$ cat config.mk
export PLATFORM = sky130hd
export DESIGN_NAME = elevator_ctrl
export DESIGN_NICKNAME = d
export VERILOG_FILES = /design/src/rtl/elevator_ctrl.sv
export SDC_FILE = /design/constraint.sdc
export NUM_CORES = 1
export LEC_CHECK = 0
export CAP_MARGIN = 25
export CORE_MARGIN = 4
export CORE_UTILIZATION = 44
export CTS_CLUSTER_SIZE = 28
export DETAILED_ROUTE_END_ITERATION = 12
export GPL_TIMING_DRIVEN = 1
export HOLD_SLACK_MARGIN = 0.15
export PLACE_DENSITY_LB_ADDON = 0.12
export SETUP_SLACK_MARGIN = 0.15
export SYNTH_ARGS = -nofsm -noshare
export SYNTH_HDL_FRONTEND = slang
export SYNTH_SLANG_ARGS = --single-unit
$ cat constraint.sdc
create_clock -name clk -period 1.63 [get_ports clk]
set_input_delay 0.2445 -clock clk [delete_from_list [all_inputs] [get_ports clk]]
set_output_delay 0.2445 -clock clk [all_outputs]
set_load 0.02 [all_outputs]
$ cat src/rtl/elevator_ctrl.sv
// SCAN elevator control FSM: per-floor travel timer, door dwell with hold, shaft-end guard.
// Optional emergency stop input enabled by defining ELEVATOR_ESTOP_EN.
module elevator_ctrl #(
    parameter int TRAVEL_CYCLES = 8,
    parameter int DOOR_CYCLES   = 16,
    parameter int TW            = 5
) (
    input  logic       clk,
    input  logic       rst,
    input  logic       request_i,
    input  logic       request_j_gt_i,
    input  logic       request_j_lt_i,
    input  logic       at_top,
    input  logic       at_bottom,
    input  logic       door_hold,
`ifdef ELEVATOR_ESTOP_EN
    input  logic       estop,
`endif
    output logic       open,
    output logic       up,
    output logic       down,
    output logic       door_open,
    output logic       dir_up,
    output logic [2:0] state
);

    // state     | meaning
    // IDLE      | no pending requests, waiting
    // MOVE_UP   | travelling up one floor, up strobe on last timer cycle
    // MOVE_DN   | travelling down one floor, down strobe on last timer cycle
    // SETTLE    | one cycle for datapath flags to update, then decide
    // DOOR      | door open, request at this floor being cleared
    // ESTOP     | emergency stop held
    typedef enum logic [2:0] {
        S_IDLE    = 3'd0,
        S_MOVE_UP = 3'd1,
        S_MOVE_DN = 3'd2,
        S_SETTLE  = 3'd3,
        S_DOOR    = 3'd4,
        S_ESTOP   = 3'd5
    } state_t;

    localparam logic [TW-1:0] TRAVEL_LAST = TW'(TRAVEL_CYCLES - 1);
    localparam logic [TW-1:0] TRAVEL_PRE  = TW'(TRAVEL_CYCLES - 2);
    localparam logic [TW-1:0] DOOR_LAST   = TW'(DOOR_CYCLES - 1);

    state_t        state_r;
    logic [TW-1:0] timer;
    logic          dir_up_r;
    logic          up_q;
    logic          dn_q;
    logic          estop_act;

`ifdef ELEVATOR_ESTOP_EN
    assign estop_act = estop;
`else
    assign estop_act = 1'b0;
`endif

    // A request beyond the shaft end is treated as absent.
    logic   req_up_ok;
    logic   req_dn_ok;
    logic   ahead;
    logic   behind;
    state_t dec_state;
    logic   dec_dir;

    assign req_up_ok = request_j_gt_i & ~at_top;
    assign req_dn_ok = request_j_lt_i & ~at_bottom;
    assign ahead     = dir_up_r ? req_up_ok : req_dn_ok;
    assign behind    = dir_up_r ? req_dn_ok : req_up_ok;

    always_comb begin
        dec_state = S_IDLE;
        dec_dir   = dir_up_r;
        if (request_i) begin
            dec_state = S_DOOR;
        end else if (ahead) begin
            dec_state = dir_up_r ? S_MOVE_UP : S_MOVE_DN;
        end else if (behind) begin
            dec_dir   = ~dir_up_r;
            dec_state = dir_up_r ? S_MOVE_DN : S_MOVE_UP;
        end
    end

    always_ff @(posedge clk or posedge rst) begin
        if (rst) begin
            state_r   <= S_IDLE;
            timer     <= '0;
            dir_up_r  <= 1'b1;
            open      <= 1'b0;
            door_open <= 1'b0;
            up_q      <= 1'b0;
            dn_q      <= 1'b0;
        end else begin
            up_q      <= 1'b0;
            dn_q      <= 1'b0;
            open      <= 1'b0;
            door_open <= 1'b0;
            if (estop_act) begin
                state_r   <= S_ESTOP;
                timer     <= '0;
                // door stays open only if the stop caught the car with its door open
                door_open <= (state_r == S_ESTOP) ? door_open : (state_r == S_DOOR);
            end else begin
                case (state_r)
                    S_IDLE, S_SETTLE: begin
                        state_r   <= dec_state;
                        dir_up_r  <= dec_dir;
                        timer     <= '0;
                        open      <= (dec_state == S_DOOR);
                        door_open <= (dec_state == S_DOOR);
                    end
                    S_MOVE_UP: begin
                        if (timer == TRAVEL_LAST) begin
                            state_r <= S_SETTLE;
                            timer   <= '0;
                        end else begin
                            timer <= timer + 1'b1;
                            up_q  <= (timer == TRAVEL_PRE) & ~at_top;
                        end
                    end
                    S_MOVE_DN: begin
                        if (timer == TRAVEL_LAST) begin
                            state_r <= S_SETTLE;
                            timer   <= '0;
                        end else begin
                            timer <= timer + 1'b1;
                            dn_q  <= (timer == TRAVEL_PRE) & ~at_bottom;
                        end
                    end
                    S_DOOR: begin
                        if (door_hold) begin
                            timer     <= '0;
                            open      <= 1'b1;
                            door_open <= 1'b1;
                        end else if (timer == DOOR_LAST) begin
                            state_r <= S_SETTLE;
                            timer   <= '0;
                        end else begin
                            timer     <= timer + 1'b1;
                            open      <= 1'b1;
                            door_open <= 1'b1;
                        end
                    end
                    S_ESTOP: begin
                        state_r <= S_SETTLE;
                        timer   <= '0;
                    end
                    default: begin
                        state_r <= S_IDLE;
                        timer   <= '0;
                    end
                endcase
            end
        end
    end

    // Strobes are dropped combinationally so an estop or shaft-end flag wins in the same cycle.
    assign up     = up_q & ~at_top & ~estop_act;
    assign down   = dn_q & ~at_bottom & ~estop_act;
    assign dir_up = dir_up_r;
    assign state  = state_r;

endmodule

==> impl_metrics.env, run 1 <==
export IMPL_route_detailed_drc=0
export IMPL_io_pins=16
export IMPL_drt_total_wl_um=1750
export IMPL_core_area_um2=1580
export IMPL_synth_simple_area_share_pct=32.4
export IMPL_yosys_warnings=0
export IMPL_drt_iter0_drc=13
export IMPL_ys_ff_latch=12
export IMPL_r2r_cells=8
export IMPL_numClockSinks=12
export IMPL_synth_mux_area_fraction_pct=0
export IMPL_p_per_area_nw_per_um2=1490
export IMPL_die_y_um=49.7
export IMPL_period_share_pct=94.6
export IMPL_fin_crit_ns=1.54
export IMPL_drive_above_1_share_pct=34.3
export IMPL_clock_latency_ns=0.28
export IMPL_synthTopCellsByArea="dfrtp_1 (36%), ha_1 (6.5%), nor2b_1 (4.1%), nor3_2 (3.9%), dfstp_2 (3.4%)"
export IMPL_timing_rr_end="timer[0]"
export IMPL_synth_xor_area_share_pct=3.44
export IMPL_placementRows=14
export IMPL_synth_edf_count=0
export IMPL_netlist_instances=80
export IMPL_grt_use_total_pct=16.7
export IMPL_grt_pass1_vias=682
export IMPL_cts_max_path_buffers=2
export IMPL_hold_viol_final=0
export IMPL_met1Wirelength_um=790
export IMPL_r2r_start="timer[1]"
export IMPL_hold_ws_ns=0.266
export IMPL_synth_fp_nets=92
export IMPL_end_kind="register"
export IMPL_cts_buffers=3
export IMPL_viasPerCell=5.35
export IMPL_synthesis_area_um2=764
export IMPL_cts_root_buf="clkbuf_4"
export IMPL_h_tree_depth=1
export IMPL_final_nets=118
export IMPL_dr_max_layer_used="met4"
export IMPL_start_util_pct=48.5
export IMPL_stdcell_count=121
export IMPL_vias=647
export IMPL_maxCapViolCount=0
export IMPL_yosysSeqAreaShare_pct=39.4
export IMPL_finalSetupViolations=0
export IMPL_critPathMaxFanout=2
export IMPL_die_area_um2=2470
export IMPL_gp_congestion=0.822
export IMPL_overflow=0
export IMPL_arrival_ns=1.75
export IMPL_hold_path_class="in -> async"
export IMPL_p_leak_uw=0.000497
export IMPL_critPathKind="reg -> reg"
export IMPL_ys_flop_type="dfrtp_1"
export IMPL_peakVddDrop_uv=1130
export IMPL_io_buffers=15
export IMPL_regToRegSetupSlack_ns=0.09
export IMPL_worst_pin_slew_ns=0.470
export IMPL_synth_top_family_by_area="simple AND/OR/NAND/NOR gates"
export IMPL_grt_pass1_wl_um=3060
export IMPL_max_freq_ghz=0.649
export IMPL_place_hpwl_um=1200
export IMPL_cts_hold_buf=0
export IMPL_max_slew_margin_rel_pct=68.7
export IMPL_antenna_cells=0
export IMPL_placed_cells=113
export IMPL_drtAntennaViolNets=0
export IMPL_antenna_found_initial=0
export IMPL_wl_per_cell_um=14.4
export IMPL_setup_tns_ns=0
export IMPL_critPathLaunchType="register"
export IMPL_synth_top_area_cell="dfrtp_1"
export IMPL_syn_area_per_cell_um2=9.56
export IMPL_async_reset_ff_share_pct=100
export IMPL_skew_ns=0.00455
export IMPL_yosysTopAreaCellShare_pct=36.0
export IMPL_slew_viol_final=0
export IMPL_route_met2_wl_um=836
export IMPL_synthAdderAreaFrac_pct=6.55
export IMPL_die_x_um=49.7
export IMPL_crit_required_ns=1.84
export IMPL_grt_max_degree=13
export IMPL_cts_tree="done"
export IMPL_firstDrtPassIters=4
export IMPL_wl_met3_um=66
export IMPL_ys_top_cells_by_count="dfrtp_1 (11), nor2_1 (7)"
export IMPL_status="complete, no violations"
export IMPL_rsz0062_at_grt="true"
export IMPL_synth_most_common_cell="dfrtp_1"
export IMPL_synth_cell_types=30
export IMPL_cts_clk_slew_worst_paths_ns=0.08
export IMPL_synth_compound_area_share_pct=12.1
export IMPL_area_delta_synth_final_pct=46.6
-- layout by cell type (no fill, tap or decap), types with 2 or more instances in the layout --
cell / Yosys / routed
a21oi_1: 5 / 4
nor2b_1: 5 / 5
nor3_2: 3 / 2
nand2_1: 5 / 4
clkbuf_4: 0 / 3
dlymetal6s2s_1: 0 / 2
nor3b_2: 2 / 3
o22ai_1: 3 / 2
nand3b_1: 2 / 2
nor2_1: 7 / 7
ha_4: 0 / 2
clkdlybuf4s50_1: 0 / 7
xor2_1: 2 / 2
nand2b_1: 3 / 3
inv_1: 5 / 4
dfrtp_1: 11 / 10
dlygate4sd2_1: 0 / 6
ha_1: 4 / 2
o21ai_0: 4 / 3
buf_4: 3 / 10
-- logic make-up (layout without fill, tap and decap cells) --
group,after synthesis,in the layout
xor+xnor,3,3
simple gates,37,37
fa+ha+maj,4,4
buf+inv,9,34
flops,12,12
compound gates,15,15
-- worst max-delay path: stages (launching register included) --
cell and delay [ns]:
dfrtp_1 0.42, ha_4 0.19, nand3_4 0.08, inv_2 0.05, ha_4 0.16, nor4b_4 0.23
or2_4 0.18, o22ai_4 0.07, nor2_1 0.10
-- stage by stage --
stage               area [um^2]  power [uW]  util (%)  setup WS, ns
finish                     1120        1670      71.1        0.0884
global route               1120        1800      71.1       0.00137
CTS                        1090        1630      69.2        0.0971
detailed placement          987        1320      62.6       -0.0519
global placement            987        1310      62.6        0.0134
floorplan                   800        1050         -         0.171
-- sequential cells by signal, indices dropped and copies added (netlist names) --
name and cells:
up_q 1, dn_q 1, dir_up 1, state 3
timer 5, door_open 1
-- cell type report --
type / count / area [um^2]
clock buffers: 4 / 36.3
fillers: 130 / 455
inverters: 5 / 18.8
multi-input cells: 59 / 520
flip-flops and latches: 12 / 303
well taps: 16 / 20.0
repair buffers: 25 / 223
-- power by group --
group | switching, uW | internal [uW]
sequential | 80.8 | 388
combinational | 525 | 430
clock | 108 | 136
-- metal layers --
layer / up-vias / global-route usage (%)
met4: 0 / 12.4
met1: 305 / 19.8
met3: 4 / 2.71
met5: - / 0
li1: 326 / -
met2: 12 / 26.9
-- timing repair --
item / 4_1_cts / 5_1_grt
endpoints found under the setup margin: 11 / 10
gates resized for setup: 15 / 7
pin swaps: 4 / 7
buffers inserted: 4 / 0
gates cloned: 0 / 0
-- how the worst max path moves through the flow --
stage	startpoint	end	slack, ns	cells after the start
after floorplan	timer[0]	timer[3]	0.17	8
after global placement	at_bottom	down	0.01	3
after detailed placement	at_bottom	down	-0.05	3
after CTS	timer[1]	timer[0]	0.1	8
after global routing	timer[0]	timer[0]	0.001	8
final	timer[1]	timer[0]	0.09	8
Power figures use the tool's default switching activity.
==> run 2: changes to the inputs <==
- CORE_MARGIN: 4 -> not set
==> run 2 against run 1 <==
Compared with the run above: critical endpoint is now timer[2]; sequential power grew 5.1%; combinational power shrank 5.5%; clock skew shrank 0.0015 ns; global-route usage grew 2.5 points; non-clock buffer count shrank 1; final area shrank 2.3%; die area shrank 23%; via count grew 0.15%; total power shrank 2.2%; utilization shrank 0.89 points; hold slack gained 0.013 ns; register-to-register slack is essentially flat.
==> impl_metrics.env, run 2 (synthesis results as in run 1) <==
export IMPL_combPwrFrac_pct=55.3
export IMPL_peakVddDrop_uv=1210
export IMPL_drtAntennaViolNets=0
export IMPL_regToRegSetupSlack_ns=0.09
export IMPL_critPathLaunchType="register"
export IMPL_cts_root_buf="clkbuf_4"
export IMPL_p_clk_share_pct=14.5
export IMPL_placed_cells=113
export IMPL_critPathKind="reg -> reg"
export IMPL_place_hpwl_um=1130
export IMPL_seqPwrFrac_pct=30.2
export IMPL_firstDrtPassIters=4
export IMPL_max_flop_register="timer"
export IMPL_slowest_delay_ns=0.42
export IMPL_io_pins=16
export IMPL_die_x_um=43.7
export IMPL_intPower_uw=951
export IMPL_p_switching_uw=680
export IMPL_antenna_cells=0
export IMPL_stdcell_count=120
export IMPL_r2r_start="timer[1]"
export IMPL_cpLargestDelayFamily="simple AND/OR/NAND/NOR gates"
export IMPL_drt_total_wl_um=1550
export IMPL_skew_ns=0.00302
export IMPL_layout_common_cells="dfrtp_1 (10), buf_4 (9), nor2_1 (7), clkdlybuf4s50_1 (7)"
export IMPL_critical_path_depth=8
export IMPL_grt_pass1_wl_um=2590
export IMPL_crit_required_ns=1.84
export IMPL_cts_clk_slew_worst_paths_ns=0.08
export IMPL_max_slew_margin_rel_pct=69.3
export IMPL_crit_top_cell="ha_4"
export IMPL_max_freq_ghz=0.647
export IMPL_grt_max_degree=13
export IMPL_path_cells="ha_4, nand3_2, inv_2, ha_4, nor4b_4, o21ai_1, nor2b_1, nor2_1"
export IMPL_p_leak_uw=0.000503
export IMPL_final_common_cell="dfrtp_1"
export IMPL_grt_pass1_vias=600
export IMPL_worst_pin_slew_ns=0.460
export IMPL_slew_viol_final=0
export IMPL_viasPerCell=5.40
export IMPL_fin_crit_ns=1.54
export IMPL_drt_iter0_drc=6
export IMPL_antenna_found_initial=0
export IMPL_cts_tree="done"
export IMPL_gp_congestion=0.816
export IMPL_die_y_um=43.7
export IMPL_hold_viol_final=0
export IMPL_wl_per_cell_um=12.9
export IMPL_die_area_um2=1910
export IMPL_rsz0062_at_grt="true"
export IMPL_timing_rr_end="timer[2]"
export IMPL_drive_above_1_share_pct=31.7
export IMPL_largest_register_ffs=5
export IMPL_cts_buffers=3
export IMPL_vias=648
export IMPL_crit_slowest_cell="dfrtp_1"
export IMPL_core_area_um2=1560
export IMPL_route_detailed_drc=0
export IMPL_start_util_pct=49.0
export IMPL_startpoint="timer[1]"
export IMPL_critPathMaxFanout=2
export IMPL_clock_latency_ns=0.27
export IMPL_r2r_cells=8
export IMPL_p_sw_share_pct=41.7
export IMPL_cts_max_path_buffers=2
export IMPL_area_delta_synth_final_pct=43.2
export IMPL_placed_cell_area_um2=987
export IMPL_period_share_pct=94.8
export IMPL_final_nets=117
export IMPL_placementRows=14
export IMPL_maxCapViolCount=0
export IMPL_overflow=0
export IMPL_crit_path_end="timer[2]"
export IMPL_grt_use_total_pct=19.2
export IMPL_numClockSinks=12
export IMPL_cts_hold_buf=0
export IMPL_stdcell_area_um2=1090
export IMPL_arrival_ns=1.76
export IMPL_p_per_area_nw_per_um2=1490
export IMPL_io_buffers=15
export IMPL_hold_path_class="in -> async"
export IMPL_end_kind="register"
export IMPL_crit_buf_inv=1
export IMPL_h_tree_depth=1
export IMPL_finalSetupViolations=0
export IMPL_status="complete, no violations"
-- run 2: cell types whose count changed in the layout (fill, tap and decap cells not counted) --
| cell | previous run | this run |
|---|---|---|
| buf_4 | 10 | 9 |
| nor3b_2 | 3 | 1 |
| dlymetal6s2s_1 | 2 | 3 |
| a21oi_1 | 4 | 5 |
| nor3b_1 | 0 | 1 |
| nor4_2 | 0 | 1 |
| a21oi_2 | 1 | 0 |
| nor3b_4 | 0 | 1 |
| nand3_2 | 0 | 1 |
| nor4_4 | 1 | 0 |
| nand3_4 | 1 | 0 |
| dlygate4sd2_1 | 6 | 5 |
| and4bb_2 | 0 | 1 |
| and4bb_4 | 1 | 0 |
-- run 2: power by group through the flow --
stage               sequential, uW  combinational, uW  clock, uW
floorplan                      538                513          0
global placement               495                813          0
detailed placement             499                816          0
CTS                            494                898        244
global route                   506                980        260
finish                         493                902        237
-- run 2: layout make-up --
class / count / area (um^2)
fill: 130 / 464
timing repair buffer: 24 / 219
sequential: 12 / 303
clock buffer: 4 / 36.3
tap: 16 / 20.0
multi-input combinational: 59 / 498
inverter: 5 / 18.8
-- run 2: layer usage --
layer / track usage, % / vias up / wire length (um)
met4: 11.3 / 0 / 33
li1: - / 331 / -
met5: 0 / - / 0
met3: 2.92 / 5 / 78
met1: 25.3 / 295 / 755
met2: 29.9 / 17 / 683
-- run 2: metrics by stage --
| step | util [%] | setup slack [ns] | TNS [ns] | hold slack (ns) | total power (uW) |
|---|---|---|---|---|---|
| 2_1_floorplan | - | 0.171 | 0 | 0.108 | 1050 |
| 5_1_grt | 70.2 | -0.00535 | -0.00535 | 0.330 | 1750 |
| 3_3_place_gp | 63.3 | 0.0125 | 0 | 0.510 | 1310 |
| 3_5_place_dp | 63.3 | -0.0107 | -0.0280 | 0.531 | 1310 |
| 4_1_cts | 69.6 | 0.0295 | 0 | 0.291 | 1640 |
| 6_report | 70.2 | 0.0852 | 0 | 0.279 | 1630 |
-- run 2: how the worst min path moves through the flow --
stage	startpoint	endpoint
6_report	rst	timer[2]
5_1_grt	rst	timer[2]
4_1_cts	rst	timer[2]
3_5_place_dp	dir_up	dir_up
3_3_place_gp	dir_up	dir_up
2_1_floorplan	rst	dn_q
-- run 2: what timing repair did --
item / in CTS / in global routing
setup endpoints to repair: 11 / 10
pin swaps: 3 / 2
resized for setup: 14 / 4
setup buffers: 3 / 0
